===== config.mk =====
export PLATFORM = sky130hd
export DESIGN_NAME = id_ex_stage
export DESIGN_NICKNAME = d
export VERILOG_FILES = /design/src/rtl/ex_pkg.sv /design/src/rtl/ex_fwd_unit.sv /design/src/rtl/id_ex_stage.sv
export SDC_FILE = /design/constraint.sdc
export NUM_CORES = 1
export LEC_CHECK = 0
export ABC_AREA = 1
export CORE_MARGIN = 2
export CORE_UTILIZATION = 40
export CTS_CLUSTER_DIAMETER = 80
export DETAILED_ROUTE_END_ITERATION = 16
export PLACE_DENSITY_LB_ADDON = 0.05
export SLEW_MARGIN = 20
export SYNTH_ARGS = -nofsm -noshare
export SYNTH_HDL_FRONTEND = slang
export SYNTH_HIERARCHICAL = 1
export SYNTH_SLANG_ARGS = --single-unit

===== constraint.sdc =====
create_clock -name clk -period 1.9 [get_ports clk]
set_input_delay 0.475 -clock clk [delete_from_list [all_inputs] [get_ports clk]]
set_output_delay 0.475 -clock clk [all_outputs]
set_load 0.1 [all_outputs]

===== src/rtl/ex_pkg.sv =====
// Shared definitions for the ID/EX operand-delivery stage.
//  - ALU_* : ALU operation codes carried from decode to the ALU (0 ADD .. 9 SLT).
//  - fwd_sel_t : operand source selected by the forwarding unit.
package ex_pkg;

  localparam logic [3:0] ALU_ADD = 4'd0;
  localparam logic [3:0] ALU_SUB = 4'd1;
  localparam logic [3:0] ALU_AND = 4'd2;
  localparam logic [3:0] ALU_OR  = 4'd3;
  localparam logic [3:0] ALU_XOR = 4'd4;
  localparam logic [3:0] ALU_NOR = 4'd5;
  localparam logic [3:0] ALU_SLL = 4'd6;
  localparam logic [3:0] ALU_SRL = 4'd7;
  localparam logic [3:0] ALU_SRA = 4'd8;
  localparam logic [3:0] ALU_SLT = 4'd9;

  typedef enum logic [1:0] {
    FWD_REG   = 2'd0,
    FWD_EXMEM = 2'd1,
    FWD_MEMWB = 2'd2
  } fwd_sel_t;

endpackage


===== src/rtl/ex_fwd_unit.sv =====
// Forwarding selector for one source operand of the instruction in EX.
// Ports:
//  src_i             source register address held in the ID/EX register
//  exmem_reg_write_i EX/MEM stage will write back
//  exmem_rd_i        EX/MEM destination register
//  memwb_reg_write_i MEM/WB stage will write back
//  memwb_rd_i        MEM/WB destination register
//  sel_o             chosen operand source (EX/MEM beats MEM/WB beats regfile)
module ex_fwd_unit
  import ex_pkg::*;
#(
  parameter int RAW = 5
) (
  input  logic [RAW-1:0] src_i,
  input  logic           exmem_reg_write_i,
  input  logic [RAW-1:0] exmem_rd_i,
  input  logic           memwb_reg_write_i,
  input  logic [RAW-1:0] memwb_rd_i,
  output fwd_sel_t       sel_o
);

  // Register 0 is hard-wired zero, so a write to it is never a producer.
  always_comb begin
    sel_o = FWD_REG;
    if (memwb_reg_write_i && (memwb_rd_i != '0) && (memwb_rd_i == src_i)) sel_o = FWD_MEMWB;
    if (exmem_reg_write_i && (exmem_rd_i != '0) && (exmem_rd_i == src_i)) sel_o = FWD_EXMEM;
  end

endmodule


===== src/rtl/id_ex_stage.sv =====
// ID/EX pipeline register and ALU operand delivery.
// Captures the decoded instruction from ID, resolves RAW hazards and drives the ALU
// operands, store data and control bits toward the EX/MEM boundary.
// Build option: define EX_FORWARD_EN to enable EX/MEM and MEM/WB bypassing (stall only on
// load-use). Without it operands come straight from the registered regfile data and any
// RAW against EX or EX/MEM stalls ID.
// Ports:
//  clk, rst            clock, synchronous active-high reset
//  hold_i              global freeze: every register holds
//  flush_i             kill the instruction entering EX
//  id_*                decoded instruction fields from ID
//  exmem_*, memwb_*    downstream writers, used for forwarding / hazard detection
//  stall_o             hold PC and IF/ID this cycle
//  ex_valid            EX slot holds a live instruction
//  alu_op/alu_a/alu_b  ALU controls and operands
//  ex_store_data       forwarded rt for stores
//  ex_rd, ex_reg_write, ex_mem_read, ex_mem_write  destination and gated control bits
module id_ex_stage
  import ex_pkg::*;
#(
  parameter int DW  = 32,
  parameter int RAW = 5
) (
  input  logic           clk,
  input  logic           rst,
  input  logic           hold_i,
  input  logic           flush_i,
  input  logic           id_valid,
  input  logic [3:0]     id_alu_op,
  input  logic [RAW-1:0] id_rs,
  input  logic [RAW-1:0] id_rt,
  input  logic [RAW-1:0] id_rd,
  input  logic [DW-1:0]  id_rs_data,
  input  logic [DW-1:0]  id_rt_data,
  input  logic [DW-1:0]  id_imm,
  input  logic [4:0]     id_shamt,
  input  logic           id_use_imm,
  input  logic           id_use_shamt,
  input  logic           id_use_rt,
  input  logic           id_reg_write,
  input  logic           id_mem_read,
  input  logic           id_mem_write,
  input  logic           exmem_reg_write,
  input  logic [RAW-1:0] exmem_rd,
  input  logic [DW-1:0]  exmem_result,
  input  logic           memwb_reg_write,
  input  logic [RAW-1:0] memwb_rd,
  input  logic [DW-1:0]  memwb_wdata,
  output logic           stall_o,
  output logic           ex_valid,
  output logic [3:0]     alu_op,
  output logic [DW-1:0]  alu_a,
  output logic [DW-1:0]  alu_b,
  output logic [DW-1:0]  ex_store_data,
  output logic [RAW-1:0] ex_rd,
  output logic           ex_reg_write,
  output logic           ex_mem_read,
  output logic           ex_mem_write
);

  logic           valid_q, valid_d;
  logic [3:0]     op_q, op_d;
  logic [RAW-1:0] rs_q, rs_d, rt_q, rt_d, rd_q, rd_d;
  logic [DW-1:0]  rs_data_q, rs_data_d, rt_data_q, rt_data_d, imm_q, imm_d;
  logic [4:0]     shamt_q, shamt_d;
  logic           use_imm_q, use_imm_d, use_shamt_q, use_shamt_d;
  logic           reg_write_q, reg_write_d, mem_read_q, mem_read_d, mem_write_q, mem_write_d;
  logic [DW-1:0]  fwd_rs, fwd_rt;
  logic           stall;

  // ID operand addresses against the EX destination (rt only if the instruction reads it).
  logic ex_match;
  assign ex_match = (rd_q != '0) &&
                    ((rd_q == id_rs) || (id_use_rt && (rd_q == id_rt)));

`ifdef EX_FORWARD_EN
  fwd_sel_t sel_rs, sel_rt;

  ex_fwd_unit #(.RAW(RAW)) u_fwd_rs (
    .src_i(rs_q), .exmem_reg_write_i(exmem_reg_write), .exmem_rd_i(exmem_rd),
    .memwb_reg_write_i(memwb_reg_write), .memwb_rd_i(memwb_rd), .sel_o(sel_rs)
  );

  ex_fwd_unit #(.RAW(RAW)) u_fwd_rt (
    .src_i(rt_q), .exmem_reg_write_i(exmem_reg_write), .exmem_rd_i(exmem_rd),
    .memwb_reg_write_i(memwb_reg_write), .memwb_rd_i(memwb_rd), .sel_o(sel_rt)
  );

  always_comb begin
    case (sel_rs)
      FWD_EXMEM: fwd_rs = exmem_result;
      FWD_MEMWB: fwd_rs = memwb_wdata;
      default:   fwd_rs = rs_data_q;
    endcase
    case (sel_rt)
      FWD_EXMEM: fwd_rt = exmem_result;
      FWD_MEMWB: fwd_rt = memwb_wdata;
      default:   fwd_rt = rt_data_q;
    endcase
  end

  // Only a load in EX cannot be bypassed: its data exists one stage too late.
  assign stall = id_valid && valid_q && mem_read_q && ex_match;
`else
  logic exmem_match;
  logic unused_fwd;

  assign fwd_rs = rs_data_q;
  assign fwd_rt = rt_data_q;

  assign exmem_match = exmem_reg_write && (exmem_rd != '0) &&
                       ((exmem_rd == id_rs) || (id_use_rt && (exmem_rd == id_rt)));

  // Without bypass every producer still in EX or EX/MEM must drain; MEM/WB is covered
  // by the regfile's write-before-read.
  assign stall = id_valid && ((valid_q && reg_write_q && ex_match) || exmem_match);

  assign unused_fwd = ^{exmem_result, memwb_reg_write, memwb_rd, memwb_wdata, rs_q, rt_q};
`endif

  assign stall_o = stall;

  // Priority: hold > flush > load-use bubble > capture (reset handled in the register).
  always_comb begin
    valid_d     = valid_q;
    op_d        = op_q;
    rs_d        = rs_q;
    rt_d        = rt_q;
    rd_d        = rd_q;
    rs_data_d   = rs_data_q;
    rt_data_d   = rt_data_q;
    imm_d       = imm_q;
    shamt_d     = shamt_q;
    use_imm_d   = use_imm_q;
    use_shamt_d = use_shamt_q;
    reg_write_d = reg_write_q;
    mem_read_d  = mem_read_q;
    mem_write_d = mem_write_q;
    if (hold_i) begin
      // everything keeps its value
    end else if (flush_i || stall) begin
      valid_d     = 1'b0;
      reg_write_d = 1'b0;
      mem_read_d  = 1'b0;
      mem_write_d = 1'b0;
    end else begin
      valid_d     = id_valid;
      op_d        = id_alu_op;
      rs_d        = id_rs;
      rt_d        = id_rt;
      rd_d        = id_rd;
      rs_data_d   = id_rs_data;
      rt_data_d   = id_rt_data;
      imm_d       = id_imm;
      shamt_d     = id_shamt;
      use_imm_d   = id_use_imm;
      use_shamt_d = id_use_shamt;
      reg_write_d = id_reg_write;
      mem_read_d  = id_mem_read;
      mem_write_d = id_mem_write;
    end
  end

  // ---- ID/EX register boundary ----
  always_ff @(posedge clk) begin
    if (rst) begin
      valid_q     <= 1'b0;
      op_q        <= ALU_ADD;
      rs_q        <= '0;
      rt_q        <= '0;
      rd_q        <= '0;
      rs_data_q   <= '0;
      rt_data_q   <= '0;
      imm_q       <= '0;
      shamt_q     <= '0;
      use_imm_q   <= 1'b0;
      use_shamt_q <= 1'b0;
      reg_write_q <= 1'b0;
      mem_read_q  <= 1'b0;
      mem_write_q <= 1'b0;
    end else begin
      valid_q     <= valid_d;
      op_q        <= op_d;
      rs_q        <= rs_d;
      rt_q        <= rt_d;
      rd_q        <= rd_d;
      rs_data_q   <= rs_data_d;
      rt_data_q   <= rt_data_d;
      imm_q       <= imm_d;
      shamt_q     <= shamt_d;
      use_imm_q   <= use_imm_d;
      use_shamt_q <= use_shamt_d;
      reg_write_q <= reg_write_d;
      mem_read_q  <= mem_read_d;
      mem_write_q <= mem_write_d;
    end
  end

  assign ex_valid      = valid_q;
  assign alu_op        = op_q;
  assign alu_a         = use_shamt_q ? {{(DW-5){1'b0}}, shamt_q} : fwd_rs;
  assign alu_b         = use_imm_q ? imm_q : fwd_rt;
  assign ex_store_data = fwd_rt;
  assign ex_rd         = rd_q;
  assign ex_reg_write  = valid_q & reg_write_q;
  assign ex_mem_read   = valid_q & mem_read_q;
  assign ex_mem_write  = valid_q & mem_write_q;

endmodule


==> impl_metrics.py <==
metrics = {
    "run": {
        "cap_violations": 0,
    },
    "synth": {
        "synth_enable_flop_cells": 0,
        "yosysTopAreaCell": "sky130_fd_sc_hd__dfxtp_1",
        "synth_top_area_share_pct": 34.50,
        "synthMostInstantiatedCell": "sky130_fd_sc_hd__nand2_1",
        "syn-cell-area_sq_um": 6731,
        "ys_ff_latch": 116,
        "netlist_top_cells_count": "175 x sky130_fd_sc_hd__nand2_1, 160 x sky130_fd_sc_hd__inv_1, 153 x sky130_fd_sc_hd__nor2_1",
        "synthDistinctLibCells": 20,
        "synth_ff_type": "sky130_fd_sc_hd__dfxtp_1",
        "syn-num-nets": 1167,
        "syn-instance-count": 960,
        "ys_async_sr_fraction_pct": 0,
        "ys_warn_count": 6,
        "seq_area_frac_synth_pct": 34.50,
        "synth.area.top_cells": "sky130_fd_sc_hd__dfxtp_1 34%, sky130_fd_sc_hd__nand3_2 10%, sky130_fd_sc_hd__nand2_1 9.8%",
        "synth.avg_cell_area_sq_um": 7.012,
    },
    "timing": {
        "max_slew.worst_pin.slew_ns": 0.2588,
        "fmax_ghz": 0.4619,
        "setup_viol": 33,
        "timing.setup.tns_ns": -4.444,
        "worst_slew_margin_rel_pct": 82.69,
        "final-hold-violation-count": 0,
        "final_number_of_max_transition_violations": 0,
        "grt_setup_unrepaired": "yes",
        "setup_ws_ns": -0.2650,
        "fin_crit_ns": 2.165,
        "final_min_period_over_clock_period_pct": 113.9,
        "fin_worst_skew_ns": 0.009247,
    },
    "placement": {
        "hpwlAfterDp_mm": 13.65,
        "post_dp_cell_area_sq_um": 10960,
        "global_placer_s_final_weighted_congestion": 0.7923,
        "buffer_ports.inserted": 246,
    },
    "die": {
        "number_of_primary_i_o_pins": 317,
        "dieHeight_um": 133.7,
        "placementRows": 47,
        "design.die.area_sq_um": 17880,
        "die-width_um": 133.7,
        "start_util_pct": 40.74,
        "core_area_sq_um": 16520,
    },
    "power": {
        "switchingPower_mw": 3.312,
        "power.ir.vdd_worst_uv": 649.0,
        "seq_power_share_pct": 29.6,
        "p_comb_share_pct": 36.5,
        "switching_share_pct": 35.52,
        "power_leakage_nw": 5.648,
        "power_frac_clock_pct": 33.9,
        "power_report.internal_total_mw": 6.014,
        "power_per_cell_area_nw_per_um2": 752.9,
    },
    "setup_path": {
        "endpoint_kind": "output pin",
        "worstPathArrival_ns": 1.69,
        "path_class": "register to output pin",
        "worst-path-max-fanout": 4,
        "timing.critical_path.from_type": "register",
        "cp.required_ns": 1.42,
    },
    "grt": {
        "pin_count_of_the_biggest_net_entering_global_routing": 46,
        "number_of_global_route_vias_before_repair": 6289,
        "globalRouteOverflowTotal": 0,
        "track_usage_pct": 22.44,
        "wire_length_of_the_first_global_routing_pass_mm": 32.00,
        "antenna_found_initial": 0,
    },
    "detailed_routing": {
        "routed_wire_length_per_instance_um": 14.94,
        "vias_per_cell": 4.715,
        "drt_iter0_markers": 285,
        "post-route-drc-count": 0,
        "ant_nets": 0,
        "route.vias.total": 6855,
        "wirelength_mm": 21.72,
        "detail_route.first_pass.iterations": 4,
    },
    "clock_network": {
        "clock-sinks": 116,
        "worst_setup_hold_path_clk_slew_ns": 0.06,
        "clockRootBuffer": "sky130_fd_sc_hd__clkbuf_16",
        "max-clock-path-buffers": 2,
        "cts_tree": "yes",
        "insertion_delay_of_the_later_clocked_pin_in_the_worst_skew_pair_ns": 0.42,
        "post_cts_hold_buffer_count": 0,
        "cts.htree.levels": 4,
        "numCtsBuffers": 17,
    },
    "finish": {
        "share_of_the_core_filled_with_cells_pct": 74.96,
        "antenna-diode-count": 0,
        "final_cell_area_sq_um": 12390,
        "nets": 1430,
        "drive_above_1_share_pct": 37.28,
        "nFillCells": 1235,
        "area_growth_syn_to_layout_pct": 84.02,
    },
    "min_path": {
        "hold_path.class": "register to register",
    },
    "status": {
        "run_status": "complete, but fails checks",
        "violations_in_the_final_reports": "setup timing",
    },
}
[state kept, by name (all words and copies together) (netlist names)]
name / flops
use_imm_q: 1
alu_op: 4
ex_valid: 1
shamt_q: 5
mem_read_q: 1
ex_store_data: 32
fwd_rs: 32
use_shamt_q: 1
ex_rd: 5
imm_q: 32
mem_write_q: 1
reg_write_q: 1
[layout make-up]
class                      count  area [sq um]  area share [%]
clock buffer                  20         466.7           3.768
clock inverter                10         107.6          0.8687
inverter                     165         633.1           5.111
multi-input combinational    609          3855           31.12
sequential                   116          2390           19.29
tap                          220         275.3           2.222
timing repair buffer         314          4659           37.62
[worst paths after layout]
| path | start | end | slack (ns) | cells past startpoint |
|---|---|---|---|---|
| setup / recovery | ex_rd[1] | stall_o | -0.26 | 11 |
| hold / removal | mem_write_q | mem_write_q | 0.46 | 2 |
| setup reg to reg | ex_rd[1] | imm_q[1] | 0 | 16 |
| hold reg to reg | mem_write_q | mem_write_q | 0.46 | 2 |
[layout by cell type, fill, tap and decap left out, types with 9 or more instances in the layout]
cell type,count
sky130_fd_sc_hd__clkdlybuf4s50_1,120
sky130_fd_sc_hd__inv_1,155
sky130_fd_sc_hd__clkbuf_16,27
sky130_fd_sc_hd__nand3_2,100
sky130_fd_sc_hd__dlygate4sd2_1,9
sky130_fd_sc_hd__nand3_1,21
sky130_fd_sc_hd__nor2_1,122
sky130_fd_sc_hd__buf_4,22
sky130_fd_sc_hd__nand2_1,171
sky130_fd_sc_hd__a21oi_1,90
sky130_fd_sc_hd__dfxtp_1,76
sky130_fd_sc_hd__buf_12,130
sky130_fd_sc_hd__mux2_4,34
sky130_fd_sc_hd__dfxtp_2,33
sky130_fd_sc_hd__nor2_4,27
sky130_fd_sc_hd__a21oi_2,25
[power groups by stage]
stage	Sequential [mW]	Clock, mW	Combinational [mW]
floorplan	3.18	0	1.59
global placement	2.80	0	3.22
detailed placement	2.81	0	3.23
CTS	2.75	3.19	3.34
global route	2.78	3.33	3.57
finish	2.76	3.16	3.41
[worst max-delay path, stage by stage, from the launching register on]
cell	delay [ns]
sky130_fd_sc_hd__dfxtp_4	0.37
sky130_fd_sc_hd__inv_4	0.05
sky130_fd_sc_hd__nand2_2	0.05
sky130_fd_sc_hd__nand2_2	0.04
sky130_fd_sc_hd__nor2_1	0.11
sky130_fd_sc_hd__nand3_1	0.09
sky130_fd_sc_hd__nand2_1	0.07
sky130_fd_sc_hd__nand2_1	0.06
sky130_fd_sc_hd__nand2_2	0.10
sky130_fd_sc_hd__nand2_8	0.06
sky130_fd_sc_hd__clkinvlp_4	0.10
sky130_fd_sc_hd__buf_12	0.17
[kinds of logic after synthesis]
group	count (synthesis)	share of synthesized area, %
simple gates	452	32.84
buf+inv	235	17.44
compound gates	118	8.773
flops	116	34.50
mux	37	6.190
xor+xnor	2	0.2603
[routing by layer]
| metal | global-route usage [%] | vias to the layer above | share of wire, % |
|---|---|---|---|
| met2 | 37.15 | 164 | 49 |
| met3 | 7.839 | 17 | 7.0 |
| li1 | - | 3498 | - |
| met4 | 5.674 | 0 | 0.85 |
| met1 | 27.90 | 3176 | 43 |
| met5 | 0 | - | 0 |
[stage by stage]
step           power (mW)  cells  setup slack, ns  hold slack [ns]
2_1_floorplan       4.771    960          -0.6452           0.4305
3_3_place_gp        6.017   1393          -0.5081           0.4398
3_5_place_dp        6.039   1393          -0.5395           0.4511
4_1_cts             9.274   1435          -0.3017           0.4601
5_1_grt             9.673   1454          -0.3520           0.4870
6_report            9.326   1454          -0.2650           0.4574
[timing repair]
item | CTS | global route
hold endpoints to repair | 0 | 0
gates resized for setup | 60 | 60
setup buffers | 9 | 4
gates cloned | 3 | 15
endpoints found under the setup margin | 172 | 152
pin swaps | 9 | 10
Power figures use the tool's default switching activity.
